--- config.mk ---
export PLATFORM = sky130hd
export DESIGN_NAME = tetris_board_writer
export DESIGN_NICKNAME = d
export VERILOG_FILES = /design/src/rtl/tetris_pkg.sv /design/src/rtl/tetris_row_full.sv /design/src/rtl/tetris_board_writer.sv
export SDC_FILE = /design/constraint.sdc
export NUM_CORES = 1
export LEC_CHECK = 0
export ABC_CLOCK_PERIOD_IN_PS = 4700
export CAP_MARGIN = 20
export CORE_ASPECT_RATIO = 1.2
export CORE_MARGIN = 8
export CORE_UTILIZATION = 54
export CTS_CLUSTER_SIZE = 28
export DETAILED_ROUTE_END_ITERATION = 10
export PLACE_DENSITY = 0.79
export REMOVE_ABC_BUFFERS = 1
export SETUP_SLACK_MARGIN = 0.1
export SYNTH_ARGS = -nofsm -noshare
export SYNTH_HDL_FRONTEND = slang
export SYNTH_HIERARCHICAL = 1
export SYNTH_SLANG_ARGS = --single-unit
--- constraint.sdc ---
create_clock -name clk -period 4.7 [get_ports clk]
set_input_delay 0.94 -clock clk [delete_from_list [all_inputs] [get_ports clk]]
set_output_delay 0.94 -clock clk [all_outputs]
set_load 0.005 [all_outputs]
--- src/rtl/tetris_pkg.sv ---
// Shared definitions for the board writer: default geometry, FSM encoding, row slicing.
package tetris_pkg;

  localparam int ROWS_DEF = 20;
  localparam int COLS_DEF = 10;

  typedef enum logic [2:0] {
    IDLE,
    MERGE,
    SCAN,
    FILL,
    COMMIT
  } state_t;

  // Row r occupies [row_msb -: cols]; row 0 is the top row, at the MSB end.
  function automatic int row_msb(input int r, input int rows, input int cols);
    return rows * cols - 1 - cols * r;
  endfunction

endpackage

--- src/rtl/tetris_row_full.sv ---
// Combinational full-row detector: high when every cell of the row is occupied.
module tetris_row_full #(
  parameter int COLS = 10
) (
  input  logic [COLS-1:0] row,
  output logic            full
);

  assign full = &row;

endmodule

--- src/rtl/tetris_board_writer.sv ---
// Locked-board owner: merges a piece, compacts cleared rows, commits the board atomically.
// Optional macro BOARD_TOPOUT_EN: a committed board with a non-empty top row ends the game.
module tetris_board_writer
  import tetris_pkg::*;
#(
  parameter int ROWS    = ROWS_DEF,
  parameter int COLS    = COLS_DEF,
  parameter int LINES_W = 8
) (
  input  logic                 clk,
  input  logic                 reset,
  input  logic [ROWS*COLS-1:0] piece_mask,
  input  logic                 lock_valid,
  output logic                 lock_ready,
  output logic [ROWS*COLS-1:0] board,
  output logic                 collide,
  output logic                 busy,
  output logic [4:0]           last_clear,
  output logic [LINES_W-1:0]   lines_cleared,
  output logic                 game_over
);

  localparam int IDX_W = $clog2(ROWS);
  localparam logic [IDX_W:0] TOP_IDX  = (IDX_W+1)'(ROWS - 1);
  localparam logic [IDX_W:0] ROWS_IDX = (IDX_W+1)'(ROWS);
  localparam logic [IDX_W:0] ONE_IDX  = (IDX_W+1)'(1);

  state_t          state, state_nxt;
  logic [COLS-1:0] work [ROWS];
  logic [IDX_W:0]  src, dst;
  logic [4:0]      cnt;
  logic [COLS-1:0] src_row;
  logic            src_full;
  logic            accept;
  logic            overlap;

  function automatic logic [LINES_W-1:0] sat_add(input logic [LINES_W-1:0] a,
                                                 input logic [4:0] b);
    logic [LINES_W:0] s;
    s = {1'b0, a} + (LINES_W+1)'(b);
    return s[LINES_W] ? '1 : s[LINES_W-1:0];
  endfunction

  assign src_row = (src < ROWS_IDX) ? work[src[IDX_W-1:0]] : '0;
  assign overlap = |(board & piece_mask);
  assign accept  = lock_valid & lock_ready;

  tetris_row_full #(.COLS(COLS)) u_row_full (
    .row  (src_row),
    .full (src_full)
  );

  always_ff @(posedge clk) begin
    if (reset) state <= IDLE;
    else       state <= state_nxt;
  end

  always_comb begin
    state_nxt  = state;
    lock_ready = 1'b0;
    busy       = 1'b1;
    case (state)
      IDLE: begin
        busy       = 1'b0;
        lock_ready = !game_over;
        if (lock_valid && !game_over) state_nxt = MERGE;
      end
      MERGE:  state_nxt = game_over ? COMMIT : SCAN;
      SCAN: begin
        // Row 0 is the last source; any clear so far means the top needs zero fill.
        if (src == '0) state_nxt = (cnt != '0 || src_full) ? FILL : COMMIT;
      end
      FILL:   if (dst == '0) state_nxt = COMMIT;
      COMMIT: state_nxt = IDLE;
      default: state_nxt = IDLE;
    endcase
  end

  // Stage: published outputs (board only moves in COMMIT)
  always_ff @(posedge clk) begin
    if (reset) begin
      board         <= '0;
      collide       <= 1'b0;
      last_clear    <= '0;
      lines_cleared <= '0;
      game_over     <= 1'b0;
    end else begin
      collide <= |(piece_mask & board);
      if (state == IDLE && accept) game_over <= overlap;
      if (state == COMMIT) begin
        for (int r = 0; r < ROWS; r++) board[row_msb(r, ROWS, COLS) -: COLS] <= work[r];
        last_clear    <= cnt;
        lines_cleared <= sat_add(lines_cleared, cnt);
`ifdef BOARD_TOPOUT_EN
        if (|work[0]) game_over <= 1'b1;
`endif
      end
    end
  end

  // Stage: scratch board and compaction pointers (discarded on reset)
  always_ff @(posedge clk) begin
    case (state)
      IDLE: begin
        if (accept) begin
          for (int r = 0; r < ROWS; r++)
            work[r] <= board[row_msb(r, ROWS, COLS) -: COLS]
                     | piece_mask[row_msb(r, ROWS, COLS) -: COLS];
        end
      end
      MERGE: begin
        src <= TOP_IDX;
        dst <= TOP_IDX;
        cnt <= '0;
      end
      SCAN: begin
        src <= src - ONE_IDX;
        if (src_full) begin
          cnt <= cnt + 5'd1;
        end else begin
          work[dst[IDX_W-1:0]] <= src_row;
          dst <= dst - ONE_IDX;
        end
      end
      FILL: begin
        work[dst[IDX_W-1:0]] <= '0;
        dst <= dst - ONE_IDX;
      end
      default: ;
    endcase
  end

endmodule

==> impl_results.md <==
* Clk_lat worst skew at a little over 0.6 ns
* H-tree Lvls at 2
* Synth top area share at 0.407
* Routed WL at 112000 µm
* RSZ-0062 raised after global routing: false
* Post-synthesis cell count at ~2300
* Status: completed
* Setup violations, final at 0
* Cts bufs inserted at 52
* Placer congestion estimate at 1.01
* Final ANT Viol Nets at 0
* Hold_buf cts at 0
* Final hold violation count at 0
* Leak at 10.7 nW
* Sequential share of the synthesized area at 0.586
* I/O pin count at between 400 and 500
* Avg WL per Cell at ~33 µm
* Distinct cells, synth at 56
* Total die area at about 53000 µm²
* Placed wire-length estimate at between 80000 and 90000 µm
* Peak ir drop on the vdd network at ~0.00044 V
* Endpoint class of the critical path: flip-flop
* Crit path kind: flip-flop to flip-flop
* Ys async rst share at 0
* Most frequent cells in the layout: nand2_1, clkdlybuf4s50_1, edfxtp_1
* EDFF count, synth at between 300 and 400
* Pwr dens at just over 500 nW/µm²
* Postcts setup bufs at 0
* CTS resizes at 0
* First-pass GRT wire length at between 150000 and 200000 µm
* CTS tree: done
* Buffers on Ports at about 420
* Max Clock Freq at about 230 MHz
* P&R area growth vs syn at 27.7%
* Pin count of the biggest net entering global routing at between 100 and 150
* Clk sinks at 560
* Total GRT Usage at 0.407
* Clock Skew at 0.0187 ns
* Worst rel slew slack at 0.282
* Setup WS post-layout at roughly 0.43 ns
* Synth area leaders: edfxtp_1, dfxtp_1, nand2_1
* Fin util at 0.695
* Core ar. at around 46000 µm²
* Worst Path Required at 4.94 ns
* Root buf cell: clkbuf_16
* Final hold slack at 0.463 ns
* Remaining Overflow, GRT at 0
* Worst Min Path Start: last_clear[1]
* Initial antenna violation count at 8
* DRT iter0 DRCs at 3448
* Num rows at 86
* Commonest non-fill, non-tap cell in the layout: nand2_1
* Detailed Routing Iterations Pass 1 at 6
* Mapped cell area at 24900 µm²
* Worst-margin pin slew at 1.08 ns
* Worst-path clk slew at about 0.07 ns
* Tcrit/Tclk final at 0.908
* Vias at 22900
* Die Wd at 212 µm
* Area leader, netlist: edfxtp_1
* Clock buffer depth at 3
* Synth Warn # at 6
* Top_reg_cell synth: edfxtp_1
* Avg Cell Area, Syn at around 11 µm²
* Data arrival, critical path at between 4 and 5 ns
* Max-slew violations at 0
* Vias in the first global route at roughly 22000
* Ratio of cells with drive above 1 in the final layout at 0.107
* Post-route DRC violation count at 0
* Die Y at 251 µm
* Vias per std cell at 6.73
* Yosys reg bits at 560
* Fin crit period at 4.27 ns
* Initial Utilization at 0.544
* Crit start category: flip-flop
* Hold Path Class: flip-flop to flip-flop
* Pre-CTS setup slack at about 0.52 ns
* Post-layout nets at 2962
* Crit Path Max Fanout at 31
* Max Cap Viol at 0
==> final timing paths <==
| kind | endpoint | slack (ns) | cells after the start |
|---|---|---|---|
| worst max-delay path | work[9][0] | 0.43 | 13 |
| worst min-delay path | last_clear[1] | 0.46 | 2 |
| worst max register to register | work[9][0] | 0.43 | 13 |
| worst min register to register | last_clear[1] | 0.46 | 2 |
==> cell families after synthesis <==
kind of cell / Yosys count / synth area share
and+or+nand+nor: 694 / 0.116
adders and majority gates: 14 / 0.00734
xor gates and xnor gates: 13 / 0.00458
muxes: 102 / 0.0735
AOI/OAI and AO/OA: 765 / 0.177
buffers and inverters: 191 / 0.0352
DFF: 560 / 0.586
==> state kept, by name, indices dropped and copies added, names as in the netlist, named ones only <==
| name | flops |
|---|---|
| src | 6 |
| lines_cleared | 8 |
| last_clear | 5 |
| collide | 1 |
| dst | 6 |
| work | 320 |
| state | 3 |
| cnt | 5 |
| game_over | 1 |
| board | 200 |
==> worst max-delay path, stage by stage (launching register included) <==
cell and delay (ns):
dfxtp_4 0.55, buf_12 0.29, mux4_1 0.59, nor2_1 0.10, o31a_1 0.19, o211a_1 0.18, nor2_1 0.04, nand4_1 0.16
nor3_2 0.10, nor2b_1 0.15, nor2_1 0.41, and2_1 0.37, nand2_1 0.18, nand2_1 0.54
==> where the power goes <==
| group | leakage (nW) | internal, W | switching, W |
|---|---|---|---|
| clock network | 0.882 | 0.00260 | 0.00193 |
| logic | 4.87 | 0.00176 | 0.00319 |
| registers | 4.94 | 0.00623 | 0.000767 |
==> Yosys cell counts (all sizes together), types with 9 or more instances <==
library cell,n
mux2,27
a21oi,261
inv,23
a22oi,66
dfxtp,223
ha,13
nor3,62
o21ai,333
a22o,32
nand2,476
and2,9
edfxtp,337
a221oi,27
o22ai,10
clkbuf,132
xnor2,9
buf,36
nand4,17
mux2i,15
nand2b,16
mux4,60
nor2,81
==> layout make-up <==
class,instances,area [µm²]
Inverter,23,86.3
Multi-Input combinational cell,1588,9450
Antenna cell,6,15.0
Clock inverter,28,325
Fill cell,3363,13900
Sequential cell,560,14600
Clock buffer,70,1480
Timing Repair Buffer,520,5070
Tap cell,616,771
==> routing by layer <==
| layer | routed length, µm | vias to the layer above | global-route usage |
|---|---|---|---|
| met1 | 36100 | 11000 | 0.473 |
| met2 | 51500 | 2032 | 0.643 |
| met5 | 34 | - | 0 |
| met4 | 9360 | 6 | 0.284 |
| li1 | - | 9426 | - |
| met3 | 14600 | 440 | 0.117 |
==> per-stage QoR <==
stage	setup TNS [ns]	cells	area, µm²	power (W)
final	0	3411	31800	0.0165
after global routing	0	3405	31800	0.0168
after floorplan	-598.17	2171	24100	0.00901
after detailed placement	0	3305	29900	0.0118
after global placement	0	3305	29900	0.0117
after CTS	0	3403	31800	0.0162
(Power assumes the default switching activity.)
